--- src/rtl/serial_add_ctrl.sv ---
// Bit-serial adder sequencer: one full adder, a carry flop and LSB-first shift
// registers. It produces a WIDTH-bit sum plus carry-out on a valid/ready port.
module full_adder (
  input  logic in1,
  input  logic in2,
  input  logic cin,
  output logic sum,
  output logic cout
);

  assign sum  = in1 ^ in2 ^ cin;
  assign cout = (in1 & in2) | (cin & (in1 ^ in2));

endmodule

module serial_add_ctrl #(
  parameter int WIDTH = 8,
  parameter int CNT_W = $clog2(WIDTH + 1)
) (
  input  logic             sys_clk,
  input  logic             sys_rst,
  input  logic             in_valid,
  output logic             in_ready,
  input  logic [WIDTH-1:0] op_a,
  input  logic [WIDTH-1:0] op_b,
  input  logic             cin,
  output logic             res_valid,
  input  logic             res_ready,
  output logic [WIDTH-1:0] res_sum,
  output logic             res_cout,
  output logic             busy
);

  typedef enum logic [1:0] {IDLE, RUN, DONE} state_t;

  state_t           state;
  logic [WIDTH-1:0] a_sh;
  logic [WIDTH-1:0] b_sh;
  logic [CNT_W-1:0] bit_cnt;
  logic             carry;
  logic             fa_sum;
  logic             fa_cout;
  logic [WIDTH-1:0] sum_next;

  full_adder u_fa (
    .in1  (a_sh[0]),
    .in2  (b_sh[0]),
    .cin  (carry),
    .sum  (fa_sum),
    .cout (fa_cout)
  );

  // Each new sum bit enters at the MSB, so after WIDTH shifts bit 0 lands at res_sum[0].
  if (WIDTH == 1) begin : g_one
    assign sum_next = fa_sum;
  end else begin : g_multi
    assign sum_next = {fa_sum, res_sum[WIDTH-1:1]};
  end

  always_ff @(posedge sys_clk) begin
    if (sys_rst) begin
      state     <= IDLE;
      in_ready  <= 1'b1;
      res_valid <= 1'b0;
      busy      <= 1'b0;
      res_sum   <= '0;
      res_cout  <= 1'b0;
      bit_cnt   <= '0;
      carry     <= 1'b0;
      a_sh      <= '0;
      b_sh      <= '0;
    end else begin
      case (state)
        IDLE: begin
          if (in_valid) begin
            a_sh     <= op_a;
            b_sh     <= op_b;
            carry    <= cin;
            bit_cnt  <= '0;
            state    <= RUN;
            in_ready <= 1'b0;
            busy     <= 1'b1;
          end
        end
        RUN: begin
          a_sh    <= a_sh >> 1;
          b_sh    <= b_sh >> 1;
          res_sum <= sum_next;
          carry   <= fa_cout;
          bit_cnt <= bit_cnt + CNT_W'(1);
          // The MSB pair is being added on this edge; its carry is the final carry-out.
          if (bit_cnt == CNT_W'(WIDTH - 1)) begin
            state     <= DONE;
            res_cout  <= fa_cout;
            res_valid <= 1'b1;
          end
        end
        DONE: begin
          if (res_ready) begin
            state     <= IDLE;
            res_valid <= 1'b0;
            in_ready  <= 1'b1;
            busy      <= 1'b0;
          end
        end
        default: begin
          state     <= IDLE;
          in_ready  <= 1'b1;
          res_valid <= 1'b0;
          busy      <= 1'b0;
        end
      endcase
    end
  end

endmodule

--- config.mk ---
export PLATFORM = sky130hd
export DESIGN_NAME = serial_add_ctrl
export DESIGN_NICKNAME = d
export VERILOG_FILES = /design/src/rtl/serial_add_ctrl.sv
export SDC_FILE = /design/constraint.sdc
export NUM_CORES = 1
export LEC_CHECK = 0
export ABC_CLOCK_PERIOD_IN_PS = 1050
export BUFFER_PORTS_ARGS = -buffer_cell sky130_fd_sc_hd__buf_2
export CAP_MARGIN = 15
export CORE_MARGIN = 3
export CORE_UTILIZATION = 49
export CTS_BUF_LIST = sky130_fd_sc_hd__clkbuf_8 sky130_fd_sc_hd__clkbuf_16
export DETAILED_ROUTE_END_ITERATION = 8
export GPL_TIMING_DRIVEN = 1
export HOLD_SLACK_MARGIN = 0.05
export PLACE_DENSITY = 0.75
export SETUP_SLACK_MARGIN = 0.02
export SLEW_MARGIN = 20
export SYNTH_ARGS = -nofsm -noshare
export SYNTH_HDL_FRONTEND = slang
export SYNTH_HIERARCHICAL = 1
export SYNTH_SLANG_ARGS = --single-unit
--- constraint.sdc ---
create_clock -name sys_clk -period 1.05 [get_ports sys_clk]
set_input_delay 0.1575 -clock sys_clk [delete_from_list [all_inputs] [get_ports sys_clk]]
set_output_delay 0.1575 -clock sys_clk [all_outputs]
set_load 0.1 [all_outputs]
==> results.py, run 1 <==
metrics = {
    "power": {
        "combinationalPowerShare": 0.233,
        "swShare": 0.305,
        "power.density_nw_per_um2": 1200,
        "p_int_w": 0.00222,
        "power_frac_seq": 0.466,
        "clockPowerShare": 0.301,
        "ir_worst_vdd_mv": 1.06,
        "p_leak_nw": 1.10,
        "p_switching_w": 0.000975,
    },
    "synth": {
        "syn_inst": 205,
        "synth_top_cell_area_share": 0.418,
        "synth_top_area_cell": "dfxtp_1",
        "synth_warnings": 6,
        "netlist_area_sq_um": 1680,
        "synthesis.nets": 228,
        "synth.distinct_cells": 31,
        "ys.flop_type": "dfxtp_1",
        "ys_seq_elements": 35,
        "synth-async-reset-ratio": 0,
        "synth.area.top_cells": "dfxtp_1, a21oi_1, o221a_2, nand2_1, nor2_1",
        "synth-edff-count": 0,
        "syn_avg_cell_area_sq_um": 8.18,
        "seq_area_frac_synth": 0.418,
    },
    "sta": {
        "worst_slack_ps": -74.8,
        "grt_setup_unrepaired": "true",
        "fmax_mhz": 889,
        "slew_violations": 0,
        "setup_viol": 21,
        "relSlewSlack": 0.865,
        "hold_ws_ps": 151,
        "worst_pin_slew_ps": 203,
        "hold_violations": 0,
        "min_period_ps": 1120,
        "finalCritPeriodShare": 1.07,
        "clock_skew_ps": 11.1,
    },
    "placed_design": {
        "place_congestion": 0.810,
        "placed_cell_area_sq_um": 2240,
        "numPortBuffers": 32,
        "place_hpwl_um": 2690,
    },
    "global_routing": {
        "grt_pass1_vias": 1503,
        "grtUsageTotal": 0.209,
        "antenna_found_initial": 0,
        "grt_pass1_wl_um": 6780,
        "grt_max_degree": 20,
        "overflow": 0,
    },
    "worst_setup_path": {
        "crit_slowest_cell": "fa_2",
        "critical_path_class": "flip-flop to flip-flop",
        "endpoint_kind": "flip-flop",
        "critPathBufInv": 0,
        "cpLargestDelayFamily": "adder cells",
        "path_cells": "fa_2 > nand2_2 > a21oi_2",
        "crit_arrival_ps": 1360,
        "setup.worst_path.start_class": "flip-flop",
        "max_stage_delay_ps": 560,
        "cp_max_fo": 2,
        "crit_required_ps": 1280,
    },
    "cts": {
        "h-tree-depth": 2,
        "root_buffer": "clkbuf_8",
        "cts_buffer_depth": 2,
        "cts_tree": "done",
        "numCtsBuffers": 5,
        "cts.sinks": 35,
        "clk_pin_slew_worst_paths_ps": 80,
        "clkLatencyLatePin_ps": 300,
    },
    "flow_run": {
        "drv_cap": 0,
    },
    "drt": {
        "ant_nets": 0,
        "wl_um": 4890,
        "drt-initial-drc-count": 99,
        "routedWlPerCell_um": 16.2,
        "vias_per_cell": 5.67,
        "num_vias": 1707,
        "first_pass_iters": 4,
        "drcViolationCount": 0,
    },
    "floorplanning": {
        "die_area_sq_um": 4160,
        "start_util": 0.532,
        "ioPinCount": 33,
        "num_rows": 20,
        "fp.dieH_um": 64.5,
        "die_w_um": 64.5,
        "core_sq_um": 3150,
    },
    "final_layout": {
        "antennaDiodeCount": 0,
        "area_growth_pct": 59.1,
        "fin_area_sq_um": 2670,
        "drive_gt1_frac": 0.537,
        "nNetsFinal": 279,
    },
    "outcome": {
        "failed_checks": "setup timing",
        "status": "finished with violations",
    },
    "hold_path": {
        "hold_path.class": "input pin to flip-flop",
    },
}
-- tightest hold or removal path, stage by stage --
cell and delay [ps]:
buf_2 90, a21oi_1 70, o22ai_2 100
-- power by group through the flow --
stage          Combinational (W)  Sequential, W  Clock [W]
6_report                0.000745        0.00149   0.000962
5_1_grt                 0.000793        0.00150    0.00101
4_1_cts                 0.000630        0.00148   0.000953
3_5_place_dp            0.000590        0.00151          0
3_3_place_gp            0.000583        0.00151          0
2_1_floorplan           0.000305        0.00158          0
-- cell type report --
class | count | area [sq um]
Clock inverter | 3 | 15.0
Inverter | 15 | 56.3
Multi-Input combinational cell | 137 | 1080
Timing Repair Buffer | 62 | 656
Fill cell | 164 | 484
Clock buffer | 5 | 68.8
Tap cell | 44 | 55.1
Sequential cell | 35 | 734
-- placed cells by master, fill, tap and decap left out, types with 2 or more instances in the layout --
master,instances
nand2_1,20
a21oi_2,16
buf_4,19
nand2_2,2
dfxtp_2,12
nand2b_1,5
a21oi_1,22
nand3_1,2
nor2b_1,3
buf_12,14
mux2i_1,2
nand2b_4,2
nor2_1,16
o221a_2,4
dfxtp_4,5
o22ai_2,2
nor2_2,5
inv_1,16
o22a_1,6
buf_6,6
o21ai_1,2
clkbuf_8,5
dfxtp_1,18
o221a_4,11
clkbuf_16,2
buf_2,20
-- stage by stage --
stage | util | setup TNS (ps) | setup slack, ps | power [W] | instances
floorplan | - | -763 | -100 | 0.00188 | 205
detailed placement | 0.711 | -541 | -112 | 0.00210 | 288
finish | 0.846 | -1070 | -74.8 | 0.00319 | 301
global placement | 0.711 | -292 | -85.7 | 0.00209 | 288
global route | 0.846 | -1990 | -106 | 0.00330 | 301
CTS | 0.767 | -167 | -96.5 | 0.00307 | 296
-- flip-flops by register name (all words and copies together), names as in the netlist --
name,count
a_sh,8
b_sh,8
bit_cnt,4
busy,1
carry,1
in_ready,1
res_cout,1
res_sum,8
res_valid,1
state,2
-- Yosys cell counts, types with 2 or more instances --
cell type  count
o221a_2       15
nor2_1        22
inv_1         15
o22a_1         6
o21ai_0        2
nand2_1       22
nand3_1        2
or2_2          2
a21oi_1       39
dfxtp_1       35
clkbuf_1       3
buf_1          2
o22ai_1        2
buf_2         11
nand2b_1       6
mux2i_1        2
nor2b_1        5
-- logic make-up (layout without fill, tap and decap cells) --
group                    count (synthesis)  count (layout)  synth area share
buffers and inverters                   33              85            0.0872
flip-flops                              35              35             0.418
AND/OR/NAND/NOR                         64              64             0.178
adder cells (fa/ha/maj)                  2               2            0.0194
AO/OA/AOI/OAI                           69              69             0.286
multiplexers                             2               2            0.0119
-- final timing paths --
check                            endpoint  cells past startpoint                    start  slack (ps)
setup / recovery  res_sum[7]$_SDFFE_PP0N_                      3       carry$_SDFFE_PP0P_         -70
hold / removal       b_sh[7]$_SDFFE_PP0P_                      3                  op_b[7]         150
setup reg to reg  res_sum[7]$_SDFFE_PP0N_                      3       carry$_SDFFE_PP0P_         -70
hold reg to reg   res_sum[4]$_SDFFE_PP0N_                      2  res_sum[5]$_SDFFE_PP0N_         480
-- timing repair --
action,in CTS,in global routing
pin swaps,5,14
setup buffers,0,2
resized for setup,22,43
gates cloned,0,3
hold buffers,0,0
endpoints found under the setup margin,32,34
-- layer usage --
metal  vias up  GRT usage  share of wire
li1        813          -              -
met5         -          0              0
met4         0      0.121          0.021
met2        55      0.345           0.52
met1       830      0.250           0.41
met3         9     0.0433          0.045
Power figures use the tool's default switching activity.
==> inputs of run 2 (changes only) <==
--- a/config.mk
+++ b/config.mk
@@ -9,12 +9,12 @@
 export BUFFER_PORTS_ARGS = -buffer_cell sky130_fd_sc_hd__buf_2
 export CAP_MARGIN = 15
 export CORE_MARGIN = 3
-export CORE_UTILIZATION = 49
+export CORE_UTILIZATION = 30
 export CTS_BUF_LIST = sky130_fd_sc_hd__clkbuf_8 sky130_fd_sc_hd__clkbuf_16
 export DETAILED_ROUTE_END_ITERATION = 8
 export GPL_TIMING_DRIVEN = 1
 export HOLD_SLACK_MARGIN = 0.05
-export PLACE_DENSITY = 0.75
+export MAX_ROUTING_LAYER = met4
 export SETUP_SLACK_MARGIN = 0.02
 export SLEW_MARGIN = 20
 export SYNTH_ARGS = -nofsm -noshare
==> run 2 against run 1 <==
Compared with the run above: the run still ends with setup timing left; sequential power about the same; fmax rose by 1.5%; sequential cell count unchanged; final cell count up 7.0%; routed wire length is 14% lower; count of clock-buffer cells in the layout increased by 2; clock power increased by 10%; sequential share of layout area up 0.96 points; hold slack gained 4.8 ps; combinational power decreased by 11%; clock skew fell by 1.6 ps; non-clock buffer count fell by 5; largest power group unchanged.
==> results.py, run 2 (synthesized netlist as in run 1, its figures left out) <==
metrics = {
    "drt": {
        "vias_per_cell": 4.79,
        "num_vias": 1542,
        "drcViolationCount": 0,
        "routedWlPerCell_um": 13.0,
        "wl_um": 4190,
        "ant_nets": 0,
        "drt-initial-drc-count": 81,
        "first_pass_iters": 4,
    },
    "global_routing": {
        "grtUsageTotal": 0.142,
        "grt_max_degree": 15,
        "antenna_found_initial": 0,
        "grt_pass1_vias": 1536,
        "grt_pass1_wl_um": 7120,
        "overflow": 0,
    },
    "sta": {
        "relSlewSlack": 0.805,
        "grt_setup_unrepaired": "true",
        "clock_skew_ps": 9.45,
        "min_period_ps": 1110,
        "slew_violations": 0,
        "fmax_mhz": 902,
        "worst_slack_ps": -58.5,
        "setup_viol": 19,
        "hold_violations": 0,
        "finalCritPeriodShare": 1.06,
        "worst_pin_slew_ps": 292,
        "hold_ws_ps": 156,
    },
    "hold_path": {
        "hold_path.class": "input pin to flip-flop",
    },
    "final_layout": {
        "final_cells": 322,
        "antennaDiodeCount": 0,
        "nFillCells": 514,
        "drive_gt1_frac": 0.476,
        "fin_area_sq_um": 2570,
        "area_growth_pct": 53.2,
        "mostFrequentLayoutCell": "a21oi_1",
        "multi_input_area_sq_um": 1010,
        "final_cell_mix": "a21oi_1, nand2_1, buf_2, dfxtp_1, nor2_1",
        "reg_top3": "a_sh: 8 flops, b_sh: 8 flops, res_sum: 8 flops",
        "register_area_sq_um": 732,
        "nNetsFinal": 274,
    },
    "power": {
        "power.density_nw_per_um2": 1250,
        "p_int_w": 0.00232,
        "power_frac_seq": 0.463,
        "combinationalPowerShare": 0.206,
        "p_total_w": 0.00321,
        "p_switching_w": 0.000893,
        "p_leak_nw": 1.05,
        "clockPowerShare": 0.331,
        "ir_worst_vdd_mv": 0.630,
        "swShare": 0.278,
    },
    "placed_design": {
        "placed_cell_area_sq_um": 2240,
        "place_hpwl_um": 2830,
        "numPortBuffers": 32,
        "dp_cells": 310,
        "place_congestion": 0.761,
    },
    "worst_setup_path": {
        "setup.worst_path.start_class": "flip-flop",
        "cp_max_fo": 2,
        "endpoint_kind": "flip-flop",
        "crit_required_ps": 1270,
        "crit_arrival_ps": 1330,
        "critical_path_class": "flip-flop to flip-flop",
    },
    "cts": {
        "cts_buffer_depth": 2,
        "clk_pin_slew_worst_paths_ps": 70,
        "clkLatencyLatePin_ps": 290,
        "cts.sinks": 35,
        "cts_tree": "done",
        "h-tree-depth": 2,
        "root_buffer": "clkbuf_8",
        "numCtsBuffers": 5,
    },
    "floorplanning": {
        "ioPinCount": 33,
        "num_rows": 26,
        "die_area_sq_um": 6530,
        "fp.dieH_um": 80.8,
        "die_w_um": 80.8,
        "core_sq_um": 5270,
        "start_util": 0.318,
    },
    "outcome": {
        "status": "finished with violations",
        "failed_checks": "setup timing",
    },
    "flow_run": {
        "drv_cap": 0,
    },
}
==> run 2: stage by stage <==
stage | setup WS (ps) | TNS (ps) | utilization
after floorplan | -100 | -763 | -
after global placement | -95.5 | -1220 | 0.426
after detailed placement | -109 | -1360 | 0.426
after CTS | -66.2 | -572 | 0.475
after global routing | -99.1 | -1390 | 0.488
final | -58.5 | -616 | 0.488
==> run 2: final timing paths <==
kind | from | end | slack [ps] | depth (start not counted)
setup / recovery | carry$_SDFFE_PP0P_ | res_sum[7]$_SDFFE_PP0N_ | -60 | 3
hold / removal | op_b[7] | b_sh[7]$_SDFFE_PP0P_ | 160 | 3
setup reg to reg | carry$_SDFFE_PP0P_ | res_sum[7]$_SDFFE_PP0N_ | -60 | 3
hold reg to reg | res_sum[0]$_SDFFE_PP0N_ | res_sum[0]$_SDFFE_PP0N_ | 480 | 2
==> run 2: metal layers <==
metal,up-vias,GRT usage,share of wire
li1,805,-,-
met3,5,0.0377,0.034
met5,-,-,0
met1,712,0.183,0.47
met4,0,0.0507,0.016
met2,20,0.216,0.48
==> run 2: layout make-up <==
cell class                      instances  area share
Multi-Input combinational cell        137       0.392
Sequential cell                        35       0.285
Timing Repair Buffer                   57       0.228
Clock buffer                            7      0.0375
Tap cell                               70      0.0341
Inverter                               15      0.0219
Clock inverter                          1     0.00146
==> run 2: repair_timing <==
action                                  CTS  global route
endpoints found under the setup margin   32            32
hold buffers                              0             0
pin swaps                                 4             8
buffers inserted                          4             0
gates resized for setup                  27            17
==> run 2: power groups by stage <==
stage	combinational, W	clock, W	sequential, W
2_1_floorplan	0.000305	0	0.00158
3_3_place_gp	0.000578	0	0.00151
3_5_place_dp	0.000585	0	0.00151
4_1_cts	0.000635	0.00110	0.00148
5_1_grt	0.000714	0.00115	0.00150
6_report	0.000660	0.00106	0.00148
==> run 2: critical path: stages (launching register included) <==
cell,delay (ps)
dfxtp_2,330
fa_2,550
nand2_1,50
a21oi_1,100
==> inputs of run 3 (changes only) <==
--- a/config.mk
+++ b/config.mk
@@ -9,13 +9,15 @@
 export BUFFER_PORTS_ARGS = -buffer_cell sky130_fd_sc_hd__buf_2
 export CAP_MARGIN = 15
 export CORE_MARGIN = 3
-export CORE_UTILIZATION = 30
+export CORE_UTILIZATION = 49
 export CTS_BUF_LIST = sky130_fd_sc_hd__clkbuf_8 sky130_fd_sc_hd__clkbuf_16
 export DETAILED_ROUTE_END_ITERATION = 8
 export GPL_TIMING_DRIVEN = 1
 export HOLD_SLACK_MARGIN = 0.05
 export MAX_ROUTING_LAYER = met4
+export PLACE_DENSITY = 0.75
 export SETUP_SLACK_MARGIN = 0.02
+export SKIP_CTS_REPAIR_TIMING = 1
 export SLEW_MARGIN = 20
 export SYNTH_ARGS = -nofsm -noshare
 export SYNTH_HDL_FRONTEND = slang
==> run 3 against run 2 <==
Compared with the run above: the flow still finishes with violations (setup timing); non-clock buffer count is 2 higher; largest power group unchanged; total power down 0.60%; routed wire length up 14%; critical path depth unchanged; first-iteration DRC count shrank 17%; final area grew 2.9%.
==> results.py, run 3 (synthesized netlist as in run 1, its figures left out) <==
metrics = {
    "worst_setup_path": {
        "crit_slowest_cell": "fa_2",
        "crit_required_ps": 1280,
        "r2r_slack_ps": -110,
        "reg2reg_depth": 3,
        "setup.worst_path.start_class": "flip-flop",
        "r2r-start": "carry$_SDFFE_PP0P_",
        "max_stage_delay_ps": 570,
        "cp_max_fo": 2,
        "path_cells": "fa_2 > nand2_2 > a21oi_2",
        "r2r_end": "res_sum[7]$_SDFFE_PP0N_",
        "endpoint_kind": "flip-flop",
        "critical_path_class": "flip-flop to flip-flop",
        "critPathBufInv": 0,
        "crit_arrival_ps": 1390,
        "cpLargestDelayFamily": "adder cells",
    },
    "power": {
        "power.density_nw_per_um2": 1210,
        "ir_worst_vdd_mv": 1.02,
        "p_leak_nw": 1.09,
    },
    "drt": {
        "routedWlPerCell_um": 16.0,
        "first_pass_iters": 4,
        "ant_nets": 0,
        "num_vias": 1659,
        "drcViolationCount": 0,
        "vias_per_cell": 5.57,
        "wl_um": 4770,
        "drt-initial-drc-count": 67,
    },
    "floorplanning": {
        "fp.dieH_um": 64.5,
        "core_sq_um": 3150,
        "ioPinCount": 33,
        "start_util": 0.532,
        "num_rows": 20,
        "die_w_um": 64.5,
        "die_area_sq_um": 4160,
    },
    "global_routing": {
        "overflow": 0,
        "grt_max_degree": 20,
        "grt_pass1_wl_um": 6510,
        "grtUsageTotal": 0.207,
        "antenna_found_initial": 0,
        "grt_pass1_vias": 1487,
    },
    "sta": {
        "slew_violations": 0,
        "hold_violations": 0,
        "grt_setup_unrepaired": "true",
        "fmax_mhz": 862,
        "min_period_ps": 1160,
        "worst_slack_ps": -110,
        "relSlewSlack": 0.864,
        "finalCritPeriodShare": 1.10,
        "clock_skew_ps": 6.96,
        "worst_pin_slew_ps": 204,
        "setup_viol": 19,
    },
    "placed_design": {
        "placed_cell_area_sq_um": 2240,
        "place_congestion": 0.821,
        "numPortBuffers": 32,
        "place_hpwl_um": 2690,
    },
    "cts": {
        "cts_buffer_depth": 2,
        "clkLatencyLatePin_ps": 300,
        "cts_tree": "done",
        "numCtsBuffers": 5,
        "cts.sinks": 35,
        "root_buffer": "clkbuf_8",
        "clk_pin_slew_worst_paths_ps": 70,
        "h-tree-depth": 2,
    },
    "final_layout": {
        "register_area_sq_um": 734,
        "final_util": 0.838,
        "final_cell_mix": "a21oi_1, nand2_1, buf_2, dfxtp_1",
        "multi_input_area_sq_um": 1100,
        "antennaDiodeCount": 0,
        "reg_top3": "a_sh: 8 flops, b_sh: 8 flops, res_sum: 8 flops",
        "area_growth_pct": 57.6,
        "mostFrequentLayoutCell": "a21oi_1",
        "fin_area_sq_um": 2640,
        "nFillCells": 164,
        "nNetsFinal": 276,
        "drive_gt1_frac": 0.516,
    },
    "hold_path": {
        "hold-path-cell-count": 3,
        "hold_path.class": "input pin to flip-flop",
        "hp-start": "op_b[7]",
        "min_delay_worst_endpoint": "b_sh[7]$_SDFFE_PP0P_",
    },
    "flow_run": {
        "drv_cap": 0,
    },
    "outcome": {
        "status": "finished with violations",
        "failed_checks": "setup timing",
    },
}
## run 3: tightest hold or removal path: cells and delay by family
family / cells / cell delay, ps
compound gates: 2 / 150
buf+inv: 1 / 80
## run 3: power by group
part	total (W)	internal, W	switching, W
sequential	0.00149	0.00140	0.0000871
clock	0.000949	0.000455	0.000494
combinational	0.000750	0.000364	0.000386
total	0.00319	0.00222	0.000967
## run 3: how the worst max path moves through the flow
stage	endpoint	slack (ps)	cells after the start	startpoint
floorplan	in_ready$_SDFFE_PP1P_	-100	3	in_ready$_SDFFE_PP1P_
global placement	carry$_SDFFE_PP0P_	-90	2	carry$_SDFFE_PP0P_
detailed placement	carry$_SDFFE_PP0P_	-110	2	carry$_SDFFE_PP0P_
CTS	carry$_SDFFE_PP0P_	-120	2	carry$_SDFFE_PP0P_
global route	res_sum[7]$_SDFFE_PP0N_	-120	3	carry$_SDFFE_PP0P_
finish	res_sum[7]$_SDFFE_PP0N_	-110	3	carry$_SDFFE_PP0P_
## run 3: final cells by class
cell class / count / area share
Tap cell: 44 / 0.0208
Clock buffer: 5 / 0.0260
Timing Repair Buffer: 59 / 0.233
Sequential cell: 35 / 0.278
Multi-Input combinational cell: 137 / 0.416
Inverter: 15 / 0.0213
Clock inverter: 3 / 0.00568
## run 3: metrics by stage
step	power (W)	setup slack [ps]	TNS, ps	hold slack [ps]	cells
2_1_floorplan	0.00188	-100	-763	329	205
3_3_place_gp	0.00209	-85.7	-292	435	288
3_5_place_dp	0.00210	-112	-541	440	288
4_1_cts	0.00303	-119	-1060	146	296
5_1_grt	0.00331	-122	-1350	160	298
6_report	0.00319	-110	-619	136	298
## run 3: layer usage
layer	track usage	up-vias	share of wire
li1	-	809	-
met1	0.237	795	0.41
met2	0.339	43	0.53
met3	0.0416	12	0.040
met4	0.111	0	0.026
met5	-	-	0
